--- src/rtl/mux_seq_pkg.sv ---
// Shared definitions for the mux select sequencer: FSM encoding and fixed constants.
package mux_seq_pkg;

    typedef enum logic {
        StStopped = 1'b0,
        StRun     = 1'b1
    } seq_state_e;

    // Highest select value; sel counts 0..SEL_MAX modulo 4.
    localparam logic [1:0] SEL_MAX = 2'd3;

    // Board clock frequency, for choosing period values (e.g. CLK_HZ for 1 Hz).
    localparam int unsigned CLK_HZ = 50_000_000;

endpackage

--- src/rtl/rate_divider.sv ---
// Programmable down-counter that fires once every max(period,1) enabled cycles.
// A start pulse arms the first interval; clear parks the counter at zero.
module rate_divider
    import mux_seq_pkg::*;
#(
    parameter int unsigned DIV_WIDTH = 26
) (
    input  logic                 clock,
    input  logic                 reset,
    input  logic                 enable,
    input  logic                 start,
    input  logic                 clear,
    input  logic [DIV_WIDTH-1:0] period,
    output logic                 fire
);

    logic [DIV_WIDTH-1:0] count_q;
    logic [DIV_WIDTH-1:0] reload;

    // period 0 behaves like period 1, so both reload to zero (fire every cycle).
    assign reload = (period == '0) ? '0 : period - DIV_WIDTH'(1);

    assign fire = enable && (count_q == '0);

    // Countdown register; period is only sampled when a new interval begins.
    always_ff @(posedge clock) begin
        if (reset) begin
            count_q <= '0;
        end else if (clear) begin
            count_q <= '0;
        end else if (start) begin
            count_q <= reload;
        end else if (enable) begin
            if (count_q == '0) begin
                count_q <= reload;
            end else begin
                count_q <= count_q - DIV_WIDTH'(1);
            end
        end
    end

endmodule

--- src/rtl/mux_select_sequencer.sv ---
// Drives the 4-to-1 switch mux: latches the data word and steps the 2-bit select,
// either free-running at a programmable rate or one step per step-button edge.
module mux_select_sequencer
    import mux_seq_pkg::*;
#(
    parameter int unsigned DIV_WIDTH = 26
) (
    input  logic                 clock,
    input  logic                 reset,
    input  logic [DIV_WIDTH-1:0] period,
    input  logic                 start,
    input  logic                 stop,
    input  logic                 step,
    input  logic                 dir,
    input  logic                 load,
    input  logic [3:0]           data_in,
    output logic [3:0]           data_out,
    output logic [1:0]           sel,
    output logic                 tick,
    output logic                 wrap,
    output logic                 running
);

    seq_state_e state_q, state_d;
    logic       run_enter;
    logic       step_q;
    logic [1:0] sel_q, sel_d;
    logic [3:0] data_q;
    logic       tick_q, wrap_q, wrap_d;
    logic       div_enable, div_clear, div_fire;
    logic       step_edge, advance;

    // stop pre-empts any divider fire in the cycle it is seen in RUN.
    assign div_enable = (state_q == StRun) && !stop;
    assign div_clear  = (state_q == StRun) && stop;
    assign step_edge  = (state_q == StStopped) && step && !step_q;
    assign advance    = div_fire || step_edge;

    rate_divider #(
        .DIV_WIDTH(DIV_WIDTH)
    ) u_rate_divider (
        .clock  (clock),
        .reset  (reset),
        .enable (div_enable),
        .start  (run_enter),
        .clear  (div_clear),
        .period (period),
        .fire   (div_fire)
    );

    // Next-state logic: stop always wins over start.
    always_comb begin
        state_d   = state_q;
        run_enter = 1'b0;
        case (state_q)
            StStopped: begin
                if (start && !stop) begin
                    state_d   = StRun;
                    run_enter = 1'b1;
                end
            end
            StRun: begin
                if (stop) begin
                    state_d = StStopped;
                end
            end
        endcase
    end

    // Select arithmetic: modular up/down count with a wrap flag on the 3<->0 crossing.
    always_comb begin
        sel_d  = sel_q;
        wrap_d = 1'b0;
        if (advance) begin
            if (dir) begin
                sel_d  = sel_q - 2'd1;
                wrap_d = (sel_q == 2'd0);
            end else begin
                sel_d  = sel_q + 2'd1;
                wrap_d = (sel_q == SEL_MAX);
            end
        end
    end

    // State, select, edge-detect, data latch and registered pulse outputs.
    always_ff @(posedge clock) begin
        if (reset) begin
            state_q <= StStopped;
            step_q  <= 1'b0;
            sel_q   <= 2'd0;
            data_q  <= 4'd0;
            tick_q  <= 1'b0;
            wrap_q  <= 1'b0;
        end else begin
            state_q <= state_d;
            step_q  <= step;
            sel_q   <= sel_d;
            tick_q  <= advance;
            wrap_q  <= wrap_d;
            if (load) begin
                data_q <= data_in;
            end
        end
    end

    assign data_out = data_q;
    assign sel      = sel_q;
    assign tick     = tick_q;
    assign wrap     = wrap_q;
    assign running  = (state_q == StRun);

endmodule

--- config.mk ---
export PLATFORM = sky130hd
export DESIGN_NAME = mux_select_sequencer
export DESIGN_NICKNAME = d
export VERILOG_FILES = /design/src/rtl/mux_seq_pkg.sv /design/src/rtl/rate_divider.sv /design/src/rtl/mux_select_sequencer.sv
export SDC_FILE = /design/constraint.sdc
export NUM_CORES = 1
export LEC_CHECK = 0
export CAP_MARGIN = 20
export CORE_UTILIZATION = 55
export CTS_CLUSTER_SIZE = 8
export DETAILED_ROUTE_END_ITERATION = 8
export PLACE_DENSITY = 0.92
export SYNTH_ARGS = -nofsm -noshare
export SYNTH_HDL_FRONTEND = slang
export SYNTH_SLANG_ARGS = --single-unit
--- constraint.sdc ---
create_clock -name clock -period 5.4 [get_ports clock]
set_input_delay 0.54 -clock clock [delete_from_list [all_inputs] [get_ports clock]]
set_output_delay 0.54 -clock clock [all_outputs]
set_load 0.1 [all_outputs]
; ---- After elaboration in Yosys (flattened, before gate mapping)
; Cells that the tools add are included.
[classes]
n_addsub = 4
eq_ne = 1
muxes = 10
bitwise_logic = 2
reduce_logical = 15
[op_table]
columns = cell, count
row1 = two-way mux 26 bit, 4
row2 = zero test 26 bit, 2
row3 = subtractor 26 x 1 -> 26 bit (second input constant), 2
row4 = logical AND 1 bit, 6
row5 = two-way mux 1 bit, 4
row6 = OR reduction 2 bit, 2
row7 = adder 2 x 1 -> 2 bit (second input constant), 1
row8 = == test 2 bit (second input constant), 1
row9 = zero test 1 bit, 2
row10 = zero test 2 bit, 1
row11 = two-way mux 2 bit, 1
row12 = NOT 1 bit, 2
row13 = one-hot mux 1 bit (2 select lines), 1
row14 = nonzero test 2 bit, 1
row15 = subtractor 2 x 1 -> 2 bit (second input constant), 1
row16 = logical OR 1 bit, 1
[totals]
reg_bits = 36
output_inout_bits = 9
elab_cells = 39

; ---- Logic depth before layout (Yosys ltp)
; Gate-level depths: netlist (run 1).
[depth]
depth_word = 6
mapped_depth = 11
ltp_nobuf = 8

; ---- Modules after synthesis
; Synthesis (run 1) repeated with hierarchy kept, for this count alone.
[unflattened]
hier_cells = 329
hier_area_um2 = 2552.4
[modules_own_cells]
columns = module, n_inst, cells_per_inst, area_per_inst_um2, seq_area_each_um2
row1 = rate_divider, 1, 289, 2148.3, 520.5
row2 = mux_select_sequencer, 1, 40, 404.1, 200.2

; ---- Least setup slack after synthesis (run 1)
; OpenSTA, ideal clock, no wires.
[synth_path]
path_kind = input to register
startpoint = input period[0]
endpoint = register u_rate_divider.count_q[20]
setup_ns = 0.133
arrival_ns = 2.812
slack_ns = 2.455
cell_stages = 10
path_buffers = 3
cell_sequence = inv_1 -> ha_1 -> or4b_1 -> clkbuf_2 -> or4_1 -> buf_2 -> or4_1 -> buf_2 -> a21oi_1 -> a211oi_1
[synth_via]
elab_chain_cells = 5
elab_cells_between_ends = 6
classes_between = add/sub: 1 / mux: 4 / reduce/logical: 1
[synth_lines]
columns = element, line
row1 = start: declaration, mux_select_sequencer.sv:10  ; input logic [DIV_WIDTH-1:0] period,
row2 = subtractor 26 x 1 -> 26 bit / zero test 26 bit (equally long branches), rate_divider.sv:21  ; assign reload = (period == '0) ? '0 : period - DIV_WIDTH'(1);
row3 = two-way mux 26 bit (*), rate_divider.sv:21
row4 = two-way mux 26 bit, rate_divider.sv:34  ; if (count_q == '0) begin
row5 = two-way mux 26 bit, rate_divider.sv:33  ; end else if (enable) begin
row6 = two-way mux 26 bit (*), rate_divider.sv:31  ; end else if (start) begin
row7 = end signal: assignment, rate_divider.sv:32  ; count_q <= reload;
row8 = end signal: assignment, rate_divider.sv:35  ; count_q <= reload;
row9 = end signal: assignment, rate_divider.sv:37  ; count_q <= count_q - DIV_WIDTH'(1);
row10 = end: declaration, rate_divider.sv:17  ; logic [DIV_WIDTH-1:0] count_q;
; Every way passes the cells marked *; elsewhere a longest branch is shown, timed or not. The select of a mux whose other input is x is not followed.
; A chain may end at the register's enable or synchronous reset.

; ---- Final worst setup path (run 1)
[layout_path]
startpoint = input period[0]
endpoint = register u_rate_divider.count_q[19]
; The elaborated chain is that of the path after synthesis.

==> impl_metrics.py, run 1 <==
metrics = {
    "outcome": {
        "outcome": "complete, but fails checks",
        "violations": "design-rule violations",
    },
    "detailed_routing": {
        "dr.first_iter.drc_count": 386,
        "post_drt_wl_per_cell_um": 17.7,
        "route.vias.total": 2967,
        "drt-total-wl_um": 7720,
        "drc": 6,
        "dr.pass1.iters": 7,
        "postRouteAntennaNets": 0,
        "vias_per_cell": 6.79,
    },
    "die": {
        "die_w_um": 70.5,
        "rows": 24,
        "fp.dieH_um": 70.5,
        "dieArea_um2": 4970,
        "start_util": 0.580,
        "top_level_ports": 46,
        "core_um2": 4440,
    },
    "global_route": {
        "grt_pass1_wl_um": 13000,
        "antenna_found_initial": 0,
        "grt_use_met3": 0.0765,
        "grt_overflow_total": 0,
        "grt_start_max_net_pins": 26,
        "grt_pass1_vias": 2812,
        "grtUsageTotal": 0.335,
        "top_usage_layer": "met2",
        "grtUsageMet1": 0.389,
        "met2_usage": 0.553,
    },
    "power": {
        "p_per_area_nw_per_um2": 292,
        "peakVddDrop_uv": 168,
        "p_leak_nw": 1.10,
    },
    "sta": {
        "clock.fmax_mhz": 282,
        "setup-tns-final_ps": 0,
        "maxSlewViolCount": 0,
        "relSlewSlack": 0.351,
        "worst_slack_ps": 1850,
        "post-route-period-util": 0.657,
        "rsz0062_at_grt": "no",
        "period_needed_ps": 3550,
        "finalClockSkew_ps": 6.36,
        "hold_viol_final": 0,
        "setup_viol": 0,
        "hold_slack_ps": 494,
        "worst-slew-pin-transition_ps": 971,
    },
    "placed_design": {
        "place_ws_ps": 1580,
        "port_buffers": 45,
        "dpl_cell_area_um2": 3020,
        "place.gp.congestion": 0.978,
        "hpwlAfterDp_um": 5510,
    },
    "yosys": {
        "async_flop_share": 0,
        "ys_seq_area_frac": 0.279,
        "synthFlopType": "dfxtp_1",
        "ys_warn_count": 0,
        "synth_area_per_cell_um2": 7.37,
        "yosys-top-cells-count": "37 x nor2_1, 36 x dfxtp_1, 28 x nand2_1",
        "yosysMostFrequentCell": "nor2_1",
        "syn_inst": 350,
        "synth_top_area_cell": "dfxtp_1",
        "ys_ff_latch": 36,
        "syn_area_um2": 2580,
        "synth-edff-count": 0,
        "synth_nets": 389,
        "synth_area_leaders": "dfxtp_1 28%, nor2_1 5.4%, a21oi_1 4.7%",
        "yosysUniqueCellTypes": 46,
        "synth_top_area_frac": 0.279,
    },
    "finish": {
        "fill_cells": 368,
        "area_growth_syn_to_layout_pct": 21.8,
        "diodes": 0,
        "drive_above_1_share": 0.0519,
        "final_util": 0.707,
        "multiInputGateArea_um2": 1760,
        "ff_latch_area_um2": 721,
        "finish.net_count": 423,
        "fin_area_um2": 3140,
    },
    "setup_path": {
        "reg2regPathDepth": 6,
        "cp-startpoint": "period[0]",
        "cp-end-kind": "flop",
        "criticalPathCategory": "in -> reg",
        "crit_fanout": 13,
        "start_kind": "input port",
        "endpoint": "u_rate_divider.count_q[19]",
        "r2r_slack_ps": 2080,
        "r2r-start": "u_rate_divider.count_q[14]",
        "arrival_ps": 3710,
        "worstPathRequired_ps": 5560,
        "timing.rr.end": "u_rate_divider.count_q[18]",
    },
    "clock_network": {
        "cts_setup_buffers": 0,
        "cts-resized-gates": 0,
        "clk_pin_slew_worst_paths_ps": 80,
        "cts_root_buffer": "clkbuf_8",
        "clkLatencyLatePin_ps": 300,
        "numCtsBuffers": 5,
        "htreeDepth": 2,
        "cts_tree": "done",
        "cts.path.max_buffers": 2,
        "postCtsHoldBufs": 0,
        "clock_sinks": 36,
    },
    "job": {
        "max-cap-violations": 0,
    },
    "hold_path": {
        "min_path_type": "reg -> reg",
    },
}
## power by group
group	switching, mW	internal (mW)	total, mW
combinational	0.223	0.136	0.359
clock	0.104	0.137	0.241
sequential	0.0280	0.290	0.318
## cell usage in the layout, fill, tap and decap left out, types with 3 or more instances in the layout
cell type,count
a21oi_1,24
nand2_1,28
nor4_1,9
xnor2_1,13
o211ai_1,3
nand4_1,5
nor2b_1,4
mux2i_1,6
o21ai_0,17
a211oi_1,3
nor2_1,37
clkdlybuf4s50_1,45
nor3_1,18
dfxtp_1,36
inv_1,5
or2_2,5
o21a_1,3
mux2_2,3
o31ai_1,3
nand4b_1,3
o221ai_1,4
nand2b_1,6
nand3_1,22
clkbuf_8,5
or4_1,13
or3_1,14
xor2_1,11
a31oi_1,9
nand3b_1,3
## critical path: stages
cell	delay (ps)
clkdlybuf4s50_1	450
inv_1	100
ha_1	210
or4b_1	580
or4_1	730
nor4_4	390
a21oi_1	260
a221oi_1	360
nor3_1	80
## sequential cells by signal, summed over array words and instances (netlist names)
name and flops:
u_rate_divider.count_q 26, sel 2, tick 1, wrap 1
data_out 4, step_q 1, running 1
## layer usage
layer | vias up | share of wire
met3 | 47 | 0.11
met2 | 210 | 0.46
met1 | 1339 | 0.37
met4 | 0 | 0.056
met5 | - | 0
li1 | 1371 | -
## area by class of cell
type / count / share of cell area
clock inverter: 3 / 0.0135
timing repair buffer: 47 / 0.148
tap: 52 / 0.0207
sequential: 36 / 0.229
inverter: 5 / 0.00598
multi-input combinational: 289 / 0.560
clock buffer: 5 / 0.0219
## cells by family (layout without fill, tap and decap cells)
group / Yosys count / after routing / synth area share
simple gates: 176 / 176 / 0.366
mux: 9 / 9 / 0.0364
xor+xnor: 24 / 24 / 0.0815
buf+inv: 25 / 60 / 0.0383
fa+ha+maj: 2 / 2 / 0.00970
compound gates: 78 / 78 / 0.189
flops: 36 / 36 / 0.279
## stage by stage
step,std cells,total power [mW]
2_1_floorplan,350,0.566
3_3_place_gp,428,0.659
3_5_place_dp,428,0.665
4_1_cts,436,0.903
5_1_grt,437,0.959
6_report,437,0.917
## worst min path at each step
stage                                            to  cells past startpoint                      start  slack (ps)
after floorplan           u_rate_divider.count_q[0]                      2  u_rate_divider.count_q[0]         470
after global placement                  data_out[0]                      2                data_out[0]         470
after detailed placement                data_out[3]                      2                data_out[3]         490
after CTS                               data_out[3]                      2                data_out[3]         510
after global routing                    data_out[3]                      2                data_out[3]         530
final                                   data_out[0]                      2                data_out[0]         490
Power figures use the tool's default switching activity.
==> inputs of run 2 (changes only) <==
CORE_UTILIZATION = 53   (was 55)
PLACE_DENSITY = 0.89   (was 0.92)
clock period = 3.55 ns   (was 5.4 ns; I/O delays follow)
==> run 2 against run 1 <==
Effect of this change: the flow now finishes without violations; critical endpoint unchanged; critical path depth did not move; clock-buffer cell count is 3 higher; critical path type unchanged; power rose by 47%.
==> impl_metrics.py, run 2 (synthesis results as in run 1) <==
metrics = {
    "setup_path": {
        "arrival_ps": 3280,
        "crit_fanout": 13,
        "worstPathRequired_ps": 3710,
        "start_kind": "input port",
        "endpoint": "u_rate_divider.count_q[19]",
        "reg2regPathDepth": 6,
        "criticalPathCategory": "in -> reg",
        "cp-end-kind": "flop",
        "max_stage_delay_ps": 720,
        "cp-startpoint": "period[0]",
        "r2r_slack_ps": 680,
        "timing.rr.end": "u_rate_divider.count_q[9]",
        "r2r-start": "u_rate_divider.count_q[21]",
        "crit_chain": "clkdlybuf4s50_1 > inv_1 > ha_1 > or4b_1 > or4_1 > nor4_4 > a21oi_1 > a221oi_1 > nor3_1",
        "crit_path_top_delay_cell": "or4_1",
    },
    "sta": {
        "maxSlewViolCount": 0,
        "worst-slew-pin-transition_ps": 972,
        "setup-tns-final_ps": 0,
        "rsz0062_at_grt": "no",
        "clock.fmax_mhz": 320,
        "post-route-period-util": 0.879,
        "hold_viol_final": 0,
        "relSlewSlack": 0.350,
        "period_needed_ps": 3120,
        "finalClockSkew_ps": 8.71,
        "hold_slack_ps": 497,
        "setup_viol": 0,
    },
    "detailed_routing": {
        "vias_per_cell": 6.56,
        "postRouteAntennaNets": 0,
        "post_drt_wl_per_cell_um": 16.5,
        "dr.first_iter.drc_count": 276,
        "dr.pass1.iters": 5,
        "drt-total-wl_um": 7370,
        "route.vias.total": 2933,
        "drc": 0,
    },
    "clock_network": {
        "cts.path.max_buffers": 2,
        "cts_root_buffer": "clkbuf_8",
        "cts_tree": "done",
        "clock_sinks": 36,
        "cts-resized-gates": 0,
        "cts_setup_buffers": 0,
        "clk_pin_slew_worst_paths_ps": 70,
        "postCtsHoldBufs": 0,
        "clkLatencyLatePin_ps": 300,
        "numCtsBuffers": 5,
        "htreeDepth": 2,
    },
    "finish": {
        "finish.net_count": 431,
        "fin_area_um2": 3180,
        "area_growth_syn_to_layout_pct": 23.4,
        "diodes": 0,
        "multiInputGateArea_um2": 1760,
        "ff_latch_area_um2": 721,
        "largest_reg_flops": 26,
        "layout_commonest_cell": "clkdlybuf4s50_1",
        "drive_above_1_share": 0.0662,
        "fin_cells": 447,
        "fill_cells": 408,
        "layout_common_cells": "45 x clkdlybuf4s50_1, 37 x nor2_1, 36 x dfxtp_1, 28 x nand2_1, 24 x a21oi_1",
        "top_register": "u_rate_divider.count_q",
    },
    "die": {
        "die_w_um": 71.8,
        "dieArea_um2": 5150,
        "start_util": 0.550,
        "rows": 25,
        "top_level_ports": 46,
        "fp.dieH_um": 71.8,
        "core_um2": 4690,
    },
    "outcome": {
        "outcome": "finished clean",
    },
    "global_route": {
        "top_usage_layer": "met2",
        "grtUsageMet1": 0.366,
        "grtUsageTotal": 0.303,
        "antenna_found_initial": 0,
        "met2_usage": 0.506,
        "grt_pass1_wl_um": 12200,
        "grt_use_met3": 0.0563,
        "grt_pass1_vias": 2650,
        "grt_overflow_total": 0,
        "grt_start_max_net_pins": 26,
    },
    "power": {
        "p_leak_nw": 1.13,
        "peakVddDrop_uv": 165,
        "fin_total_pwr_mw": 1.35,
        "p_per_area_nw_per_um2": 424,
    },
    "placed_design": {
        "hpwlAfterDp_um": 5450,
        "place.gp.congestion": 0.956,
        "dpl_cell_area_um2": 3090,
        "placed_cells": 439,
        "port_buffers": 45,
    },
    "job": {
        "max-cap-violations": 0,
    },
    "hold_path": {
        "min_path_type": "reg -> reg",
    },
}
==> run 2: cell types whose count changed in the layout (fill, tap and decap cells not counted) <==
cell / before / now
bufinv_16: 1 / 0
clkinv_2: 1 / 0
clkinvlp_4: 1 / 0
clkbuf_8: 5 / 6
buf_4: 2 / 10
clkbuf_1: 0 / 2
==> run 2: per-layer routing <==
| metal | share of wire | up-vias |
|---|---|---|
| met4 | 0.035 | 0 |
| met2 | 0.46 | 186 |
| met1 | 0.40 | 1326 |
| li1 | - | 1391 |
| met5 | 0 | - |
| met3 | 0.10 | 30 |
==> run 2: report_power, final <==
group / switching (mW) / internal [mW]
Sequential: 0.0421 / 0.441
Clock: 0.146 / 0.158
Combinational: 0.339 / 0.223
Total: 0.527 / 0.822
==> run 2: area by class of cell <==
class | instances | share of cell area
inverters | 5 | 0.00590
well taps | 54 | 0.0212
multi-input cells | 289 | 0.553
clock buffers | 8 | 0.0283
repair buffers | 55 | 0.165
flip-flops and latches | 36 | 0.227
==> run 2: how the worst min path moves through the flow <==
stage	to	startpoint	depth (start not counted)	slack, ps
2_1_floorplan	u_rate_divider.count_q[0]	u_rate_divider.count_q[0]	2	470
5_1_grt	data_out[1]	data_out[1]	2	520
3_3_place_gp	data_out[2]	data_out[2]	2	480
3_5_place_dp	data_out[3]	data_out[3]	2	490
4_1_cts	data_out[3]	data_out[3]	2	500
6_report	data_out[1]	data_out[1]	2	500
==> run 2: worst max-delay path: cells and delay by family <==
kind	cells	cell delay (ps)
compound gates	2	580
fa+ha+maj	1	200
buf+inv	2	540
simple gates	4	1600
==> run 2: stage by stage <==
step / util / setup slack, ps
after CTS: 0.678 / 442
after detailed placement: 0.659 / 132
final: 0.678 / 430
after global routing: 0.678 / 295
after floorplan: - / 722
after global placement: 0.659 / 236
